File: src/rtl/rv_pipe_pkg.sv
// ---------------------------------------------------------------------------
// rv_pipe_pkg
// Shared definitions for the 5-stage RV32I pipeline control logic:
//   - major opcodes the hazard logic cares about (load, branch, jal)
//   - EX-stage operand forwarding select encodings
//   - state encoding of the hazard controller's memory-wait FSM
// No ports; imported with "import rv_pipe_pkg::*;".
// ---------------------------------------------------------------------------
package rv_pipe_pkg;

    localparam logic [6:0] OPC_LOAD   = 7'b0000011;
    localparam logic [6:0] OPC_BRANCH = 7'b1100011;
    localparam logic [6:0] OPC_JAL    = 7'b1101111;

    // Forwarding mux selects: MEM result uses the upper bit, WB the lower.
    localparam logic [1:0] FWD_REG = 2'b00;
    localparam logic [1:0] FWD_MEM = 2'b10;
    localparam logic [1:0] FWD_WB  = 2'b01;

    typedef enum logic [1:0] {
        S_RUN      = 2'b00,
        S_MEM_WAIT = 2'b01,
        S_TIMEOUT  = 2'b10
    } hz_state_t;

endpackage

File: src/rtl/fwd_unit.sv
// ---------------------------------------------------------------------------
// fwd_unit
// Purely combinational EX-stage operand forwarding selection.
// Ports:
//   Rs1E, Rs2E          source registers of the instruction in EX
//   RdM, RegWriteM      destination / write enable of the instruction in MEM
//   RdW, RegWriteW      destination / write enable of the instruction in WB
//   ForwardAE/BE        select for rs1/rs2 operand (FWD_REG/FWD_MEM/FWD_WB)
// ---------------------------------------------------------------------------
module fwd_unit
    import rv_pipe_pkg::*;
(
    input  logic [4:0] Rs1E,
    input  logic [4:0] Rs2E,
    input  logic [4:0] RdM,
    input  logic       RegWriteM,
    input  logic [4:0] RdW,
    input  logic       RegWriteW,
    output logic [1:0] ForwardAE,
    output logic [1:0] ForwardBE
);

    // The MEM-stage result is younger than the WB one, so it wins when both
    // target the same register. x0 is never forwarded since it always reads 0.
    function automatic logic [1:0] pick(input logic [4:0] rs,
                                        input logic [4:0] rd_m, input logic we_m,
                                        input logic [4:0] rd_w, input logic we_w);
        if (we_m && (rd_m != 5'd0) && (rd_m == rs))
            return FWD_MEM;
        else if (we_w && (rd_w != 5'd0) && (rd_w == rs))
            return FWD_WB;
        else
            return FWD_REG;
    endfunction

    assign ForwardAE = pick(Rs1E, RdM, RegWriteM, RdW, RegWriteW);
    assign ForwardBE = pick(Rs2E, RdM, RegWriteM, RdW, RegWriteW);

endmodule

File: src/rtl/pipeline_hazard_ctrl.sv
// ---------------------------------------------------------------------------
// pipeline_hazard_ctrl
// Central hazard/sequencing controller for the 5-stage RV32I pipeline.
// Detects load-use hazards, taken redirects from EX and data-memory wait
// states, and drives the pipeline register stall/flush/bubble/freeze
// controls in the same cycle. Also supplies EX forwarding selects, keeps
// saturating performance counters and a sticky memory-timeout flag.
// Ports:
//   clk, rst                clock, asynchronous active-low reset
//   Rs1D, Rs2D              source registers of the instruction in ID
//   Rs1E, Rs2E, RdE         registers of the instruction in EX
//   MemReadE                EX instruction is a load
//   RdM/RegWriteM, RdW/RegWriteW  writers in MEM and WB
//   PCSrcE                  taken branch/JAL resolved in EX
//   dmem_req, dmem_ready    data memory handshake from MEM
//   StallF, StallD, FlushD, BubbleE, FreezeEM   pipeline controls
//   ForwardAE, ForwardBE    EX operand forwarding selects
//   stall_cycles, flush_events, memwait_cycles  saturating counters
//   mem_timeout_err         sticky data-memory timeout flag
// ---------------------------------------------------------------------------
module pipeline_hazard_ctrl
    import rv_pipe_pkg::*;
#(
    parameter int CNT_W       = 32,
    parameter int MEM_TIMEOUT = 64,
    parameter int TO_W        = 8
) (
    input  logic             clk,
    input  logic             rst,
    input  logic [4:0]       Rs1D,
    input  logic [4:0]       Rs2D,
    input  logic [4:0]       Rs1E,
    input  logic [4:0]       Rs2E,
    input  logic [4:0]       RdE,
    input  logic             MemReadE,
    input  logic [4:0]       RdM,
    input  logic             RegWriteM,
    input  logic [4:0]       RdW,
    input  logic             RegWriteW,
    input  logic             PCSrcE,
    input  logic             dmem_req,
    input  logic             dmem_ready,
    output logic             StallF,
    output logic             StallD,
    output logic             FlushD,
    output logic             BubbleE,
    output logic             FreezeEM,
    output logic [1:0]       ForwardAE,
    output logic [1:0]       ForwardBE,
    output logic [CNT_W-1:0] stall_cycles,
    output logic [CNT_W-1:0] flush_events,
    output logic [CNT_W-1:0] memwait_cycles,
    output logic             mem_timeout_err
);

    localparam logic [TO_W-1:0]  TO_LIMIT = TO_W'(MEM_TIMEOUT);
    localparam logic [CNT_W-1:0] CNT_MAX  = {CNT_W{1'b1}};

    hz_state_t       state;
    logic [TO_W-1:0] wait_cnt;
    logic [TO_W-1:0] wait_next;
    logic            mem_stall;
    logic            lu;
    logic            redirect;
    logic            lu_bubble;
    logic [1:0]      fwd_a;
    logic [1:0]      fwd_b;

    // Hazard terms, resolved by priority freeze > redirect > load-use.
    // A redirect makes the ID instruction wrong-path, so its load-use hazard
    // is irrelevant; while frozen nothing advances, so neither acts.
    assign mem_stall = dmem_req & ~dmem_ready;
    assign lu        = MemReadE & (RdE != 5'd0) & ((RdE == Rs1D) | (RdE == Rs2D));
    assign redirect  = PCSrcE & ~mem_stall;
    assign lu_bubble = lu & ~mem_stall & ~PCSrcE;
    assign wait_next = wait_cnt + TO_W'(1);

    // Same-cycle pipeline controls, all forced inactive while reset is held.
    always_comb begin
        FreezeEM = 1'b0;
        StallF   = 1'b0;
        StallD   = 1'b0;
        FlushD   = 1'b0;
        BubbleE  = 1'b0;
        if (rst) begin
            FreezeEM = mem_stall;
            StallF   = mem_stall | lu_bubble;
            StallD   = mem_stall | lu_bubble;
            FlushD   = redirect;
            BubbleE  = redirect | lu_bubble;
        end
    end

    fwd_unit u_fwd (
        .Rs1E      (Rs1E),
        .Rs2E      (Rs2E),
        .RdM       (RdM),
        .RegWriteM (RegWriteM),
        .RdW       (RdW),
        .RegWriteW (RegWriteW),
        .ForwardAE (fwd_a),
        .ForwardBE (fwd_b)
    );

    assign ForwardAE = rst ? fwd_a : FWD_REG;
    assign ForwardBE = rst ? fwd_b : FWD_REG;

    // Memory-wait FSM: wait_cnt counts consecutive stalled cycles so that a
    // hung data memory raises a sticky error after MEM_TIMEOUT cycles. Only
    // the error flag is observable; the freeze itself follows mem_stall.
    always_ff @(posedge clk or negedge rst) begin
        if (!rst) begin
            state           <= S_RUN;
            wait_cnt        <= '0;
            mem_timeout_err <= 1'b0;
        end else begin
            case (state)
                S_RUN: begin
                    if (mem_stall) begin
                        wait_cnt <= TO_W'(1);
                        if (TO_LIMIT <= TO_W'(1)) begin
                            state           <= S_TIMEOUT;
                            mem_timeout_err <= 1'b1;
                        end else begin
                            state <= S_MEM_WAIT;
                        end
                    end
                end
                S_MEM_WAIT: begin
                    if (!mem_stall) begin
                        state    <= S_RUN;
                        wait_cnt <= '0;
                    end else begin
                        wait_cnt <= wait_next;
                        if (wait_next >= TO_LIMIT) begin
                            state           <= S_TIMEOUT;
                            mem_timeout_err <= 1'b1;
                        end
                    end
                end
                S_TIMEOUT: begin
                    if (!mem_stall) begin
                        state    <= S_RUN;
                        wait_cnt <= '0;
                    end
                end
                default: begin
                    state    <= S_RUN;
                    wait_cnt <= '0;
                end
            endcase
        end
    end

    // Performance counters; they stick at all-ones rather than wrapping.
    always_ff @(posedge clk or negedge rst) begin
        if (!rst) begin
            stall_cycles   <= '0;
            flush_events   <= '0;
            memwait_cycles <= '0;
        end else begin
            if (lu_bubble && (stall_cycles != CNT_MAX))
                stall_cycles <= stall_cycles + CNT_W'(1);
            if (redirect && (flush_events != CNT_MAX))
                flush_events <= flush_events + CNT_W'(1);
            if (mem_stall && (memwait_cycles != CNT_MAX))
                memwait_cycles <= memwait_cycles + CNT_W'(1);
        end
    end

endmodule

File: config.mk
export PLATFORM = sky130hd
export DESIGN_NAME = pipeline_hazard_ctrl
export DESIGN_NICKNAME = d
export VERILOG_FILES = /design/src/rtl/rv_pipe_pkg.sv /design/src/rtl/fwd_unit.sv /design/src/rtl/pipeline_hazard_ctrl.sv
export SDC_FILE = /design/constraint.sdc
export NUM_CORES = 1
export LEC_CHECK = 0
export ABC_AREA = 1
export CAP_MARGIN = 20
export CORE_ASPECT_RATIO = 0.7
export CORE_MARGIN = 4
export CORE_UTILIZATION = 40
export DETAILED_ROUTE_END_ITERATION = 8
export GPL_TIMING_DRIVEN = 0
export PLACE_DENSITY = 0.72
export SETUP_SLACK_MARGIN = 0.2
export SLEW_MARGIN = 20
export SYNTH_ARGS = -nofsm -noshare
export SYNTH_HDL_FRONTEND = slang
export SYNTH_SLANG_ARGS = --single-unit
export TNS_END_PERCENT = 50
File: constraint.sdc
create_clock -name clk -period 1.9 [get_ports clk]
set_clock_uncertainty 0.2 [all_clocks]
set_input_delay 0.38 -clock clk [delete_from_list [all_inputs] [get_ports clk]]
set_output_delay 0.38 -clock clk [all_outputs]
set_load 0.02 [all_outputs]
== After elaboration in Yosys (flattened, before gate mapping) ==
Index checks and enable logic that the tools add are counted.

* Register bits after elaboration: 107
* Input bits: 43
* Output and inout port bits: 106
* Logic and storage cells: 72

* $add $sub $neg: 4
* Magnitude comparators: 1
* Eq/ne operators: 14
* Mux-type cells: 19
* Bitwise operators: 12
* Reduce and logical (&&, ||, !) cells: 16

{| class="wikitable"
|+ Operators with widths
! cell !! count
|-
| $add A32 B1 Y32 const B || 3
|-
| $ne A32 B32 Y1 const B || 3
|-
| $eq A5 B5 Y1 || 6
|-
| $mux W8 || 3
|-
| $pmux W8 S3 || 1
|-
| $mux W2 || 8
|-
| $reduce_bool A5 Y1 || 3
|-
| $logic_and A1 B1 Y1 || 9
|-
| $add A8 B1 Y8 const B || 1
|-
| $ge A8 B7 Y1 const B || 1
|-
| $and A1 B1 Y1 || 6
|-
| $mux W1 || 6
|-
| $pmux W2 S3 || 1
|-
| $reduce_and A3 Y1 || 2
|-
| $ne A2 B2 Y1 const B || 2
|-
| $ne A3 B3 Y1 const B || 1
|-
| $not A1 Y1 || 3
|-
| $or A1 B1 Y1 || 3
|-
| $eq A2 B1 Y1 const B || 1
|-
| $eq A2 B2 Y1 const B || 1
|-
| $logic_not A2 Y1 || 1
|-
| $reduce_and A2 Y1 || 1
|}

== Logic depth before layout (Yosys ltp) ==
* Depth after elaboration: 7
* Depth in mapped cells: 13

== Hierarchy ==
Synthesis repeated with hierarchy kept, for this count alone.

* Cell total of the unflattened synthesis: 1141
* Area, all modules: 7414.6 sq um

{| class="wikitable"
|+ By module, submodules not included
! module !! instances !! cells an instance !! area an instance (sq um) !! seq. area each (sq um)
|-
| pipeline_hazard_ctrl || 1 || 1060 || 7051.8 || 2677.6
|-
| fwd_unit || 1 || 81 || 362.8 || 0.0
|}

== Worst setup path after synthesis ==
No wires, ideal clock.

* Kind: in2out
* Start: input port dmem_req
* End: output port StallF
* Arrival time: 1.496 ns
* Data required time: 1.320 ns
* Setup slack: -0.176 ns
* Stages on the path: 8
* Path buffers: 1
* Cell sequence: inv_1 nor2_4 inv_1 nand3_1 inv_1 nand3_1 a21oi_1 buf_4

* Cells in the longest elaborated chain, start to end: 6

{| class="wikitable"
|+ RTL lines
! item !! RTL line !! RTL
|-
| start, declared || pipeline_hazard_ctrl.sv:41 || <nowiki>input logic dmem_req,</nowiki>
|-
| $and A1 B1 Y1 (*) || pipeline_hazard_ctrl.sv:72 || <nowiki>assign mem_stall = dmem_req & ~dmem_ready;</nowiki>
|-
| $not A1 Y1 || pipeline_hazard_ctrl.sv:75 || <nowiki>assign lu_bubble = lu & ~mem_stall & ~PCSrcE;</nowiki>
|-
| $and A1 B1 Y1 (2 in a row) || pipeline_hazard_ctrl.sv:75 ||
|-
| $or A1 B1 Y1 (*) || -- ||
|-
| $mux W1 (*) || -- ||
|-
| end, declared || pipeline_hazard_ctrl.sv:43 || <nowiki>output logic StallF,</nowiki>
|}

Every way passes the cells marked *; elsewhere a longest branch is shown, timed or not.

== Final worst setup path ==
* Start: input port RdE[0]
* End: output port StallF

* Cells in the longest elaborated chain, start to end: 7

{| class="wikitable"
|+ RTL lines
! item !! RTL line !! RTL
|-
| start, declared || pipeline_hazard_ctrl.sv:34 || <nowiki>input logic [4:0] RdE,</nowiki>
|-
| $eq A5 B5 Y1 or $reduce_bool A5 Y1 (tied branches) || pipeline_hazard_ctrl.sv:73 || <nowiki>assign lu = MemReadE & (RdE != 5'd0) & ((RdE == Rs1D) | (RdE == Rs2D));</nowiki>
|-
| $or A1 B1 Y1 or $and A1 B1 Y1 (tied branches) || pipeline_hazard_ctrl.sv:73 ||
|-
| $and A1 B1 Y1 (*) || pipeline_hazard_ctrl.sv:73 ||
|-
| $and A1 B1 Y1 (*) (2 in a row) || pipeline_hazard_ctrl.sv:75 ||
|-
| $or A1 B1 Y1 (*) || pipeline_hazard_ctrl.sv:87 || <nowiki>StallF = mem_stall | lu_bubble;</nowiki>
|-
| $mux W1 (*) || pipeline_hazard_ctrl.sv:85 || <nowiki>if (rst) begin</nowiki>
|}

Marks and branches as above.

==> run_results.csv <==
group,metric,value,unit
critical_path,critical_path.max_stage_delay,170,ps
route,routed_via_density,5.14,
grt,antenna_found_initial,0,
outcome,status,"finished with violations",
clocking,cts_buffers,9,
critical_path,cp_data_arrival_time,1470,ps
place,dp_hpwl,16900,µm
clocking,ctsHtreeMaxLevel,3,
place,dp_cells,1479,
floorplan,rows,41,
timing,tns,-1520,ps
timing,final-hold-violation-count,0,
final_layout,final_util,0.653,
timing,period_minus_slack,2050,ps
final_layout,final_area,11700,µm²
critical_path,required,1320,ps
outcome,violations,"negative setup slack",
final_layout,drive_gt1_frac,0.427,
floorplan,die_w,169,µm
critical_path,rrSetupSlack,-70,ps
timing,setup_viol,31,
min_path,hp-start,"mem_timeout_err",
critical_path,crit_path_frequent_cell,"buf_6",
clocking,cts.reportedPaths.clkPinSlew,70,ps
place,place_ws,-1250,ps
clocking,clock_sinks,107,
power,vdd.ir_drop.worst,0.000487,V
clocking,cts_buffer_depth,2,
synthesis,netlist_instances,1094,
final_layout,finalNetCount,1429,
final_layout,final_cells,1623,
timing,fin_ws,-152,ps
route,drc,0,
route,vias,8336,
critical_path,crit_chain,"buf_8, nand2_1, inv_1, nor2_1, nor2_2, nand3_1, nand2_2, nand3_4, a21oi_4, buf_6, buf_6",
timing,rsz0062_at_grt,"yes",
final_layout,layout_commonest_cell,"nand2_1",
timing,fin_crit_sh,1.08,
floorplan,die_y,121,µm
critical_path,start_kind,"primary input",
clocking,cts_tree,"yes",
synthesis,synth_area_per_cell,6.67,µm²
final_layout,diodes,0,
job,maxCapViolCount,0,
place,port_buffers,148,
route,drt-total-wl,26800,µm
min_path,whs_endpoint,"mem_timeout_err",
power,p_per_area,552,nW/µm²
timing,tightest_slew,811,ps
grt,grt_max_degree,56,
power,p_total,6.47,mW
floorplan,pin_count,149,
critical_path,rr_endpoint,"flush_events[9]",
critical_path,r2r_cells,13,
final_layout,syn2layout_area_growth,60.7,%
place,dpl_cell_area,9220,µm²
timing,max-slew-margin-rel,0.458,
synthesis,yosysWarnings,0,
place,gp_congestion,0.950,
clocking,clk-insertion-delay-late,360,ps
synthesis,ys_seq_area_frac,0.367,
clocking,root_buffer,"clkbuf_16",
critical_path,path_class,"primary input to output pin",
timing,fmax,0.487,GHz
synthesis,synthDistinctLibCells,35,
grt,grt_pass1_vias,7680,
route,firstDrtPassIters,6,
critical_path,worstSetupEndpointType,"output pin",
timing,whs,267,ps
route,drt_first_iter_violations,828,
synthesis,synth_nets,1141,
floorplan,start_util,0.406,
route,ant_nets,0,
synthesis,synth_seq_cells,107,
floorplan,core_area,18000,µm²
min_path,min_path_type,"register to register",
route,routedWlPerCell,16.5,µm
floorplan,dieArea,20500,µm²
grt,grt_usage,0.241,
min_path,min_path_cells,1,
timing,drv_slew,0,
power,power_leakage,5.59,nW
critical_path,path_max_fanout,5,
critical_path,r2r-start,"flush_events[0]",
grt,gr-total-overflow,0,
grt,grt_pass1_wl,39700,µm
synthesis,synth_area,7290,µm²
final_layout,layout_common_cells,"367 x nand2_1, 122 x buf_4, 104 x nand2_2",
critical_path,critPathSlowestCell,"a21oi_4",
power by group:
| group | internal (mW) | switching [mW] | total [mW] |
|---|---|---|---|
| clock | 1.16 | 0.901 | 2.06 |
| combinational | 0.862 | 0.914 | 1.78 |
| sequential | 2.43 | 0.202 | 2.63 |
| total | 4.45 | 2.02 | 6.47 |
worst max-delay path: cells and delay by family:
kind,cells,cell delay (ps)
and+or+nand+nor,6,570
AOI/OAI and AO/OA,1,170
buffers and inverters,4,360
cells in the mapped netlist, drive strengths merged:
cell type  instances  area [µm²]
nand2            484        1830
nor2             129         504
dfrtp            107        2680
inv              101         382
xor2              54         473
nand3             50         275
nor3              35         175
xnor2             34         298
o21ai             23         115
buf               18         144
nand3b            18         135
nand4             17         106
a21oi              5        25.0
ha                 4        50.1
o22ai              3        18.8
and3               2        12.5
or2                2        12.5
a211oi             1        7.51
a221oi             1        8.76
a22oi              1        7.51
a32o               1        10.0
and2               1        6.26
clkinv             1        5.00
nor3b              1        7.51
nor4               1        6.26
area by class of cell:
type	count	area (µm²)
Sequential cell	107	2760
Tap cell	236	295
Clock buffer	10	229
Buffer	18	253
Multi-Input combinational cell	867	5070
Fill cell	1486	6240
Timing Repair Buffer	277	2600
Inverter	102	419
Clock inverter	6	88.8
kinds of logic after synthesis:
logic type,count (synthesis),share of synthesized area
xor gates and xnor gates,88,0.106
buffers and inverters,120,0.0728
AOI/OAI and AO/OA,35,0.0264
and+or+nand+nor,740,0.421
DFF,107,0.367
adders and majority gates,4,0.00686
how the worst max path moves through the flow:
stage              endpoint      from  depth (start not counted)  slack (ps)
2_1_floorplan        StallF  dmem_req                          8           3
3_3_place_gp   ForwardBE[0]       rst                          6       -5800
3_5_place_dp         StallF    RdE[2]                         11       -1250
4_1_cts              StallF   Rs2D[0]                         10         -80
5_1_grt              StallF    RdE[0]                         11        -190
6_report             StallF    RdE[0]                         11        -150
state kept, by name, summed over array words and instances, names as in the netlist:
| signal | cells |
|---|---|
| flush_events | 32 |
| memwait_cycles | 32 |
| stall_cycles | 32 |
| wait_cnt | 8 |
| state | 2 |
| mem_timeout_err | 1 |
timing repair:
action                                  in CTS  in global routing
pin swaps                                  124                 68
cloned                                       5                  7
setup buffers                               60                 53
gates resized for setup                    660                227
endpoints found under the hold margin      107                  0
hold buffers                                 3                  0
endpoints found under the setup margin     206                178
layer usage:
| metal | vias up | wire length (µm) | GRT usage |
|---|---|---|---|
| li1 | 3989 | - | - |
| met1 | 3951 | 11800 | 0.363 |
| met2 | 360 | 12200 | 0.354 |
| met3 | 36 | 2360 | 0.0554 |
| met4 | 0 | 427 | 0.0488 |
| met5 | - | 0 | 0 |
No activity file was read; power rests on OpenSTA's default activity.
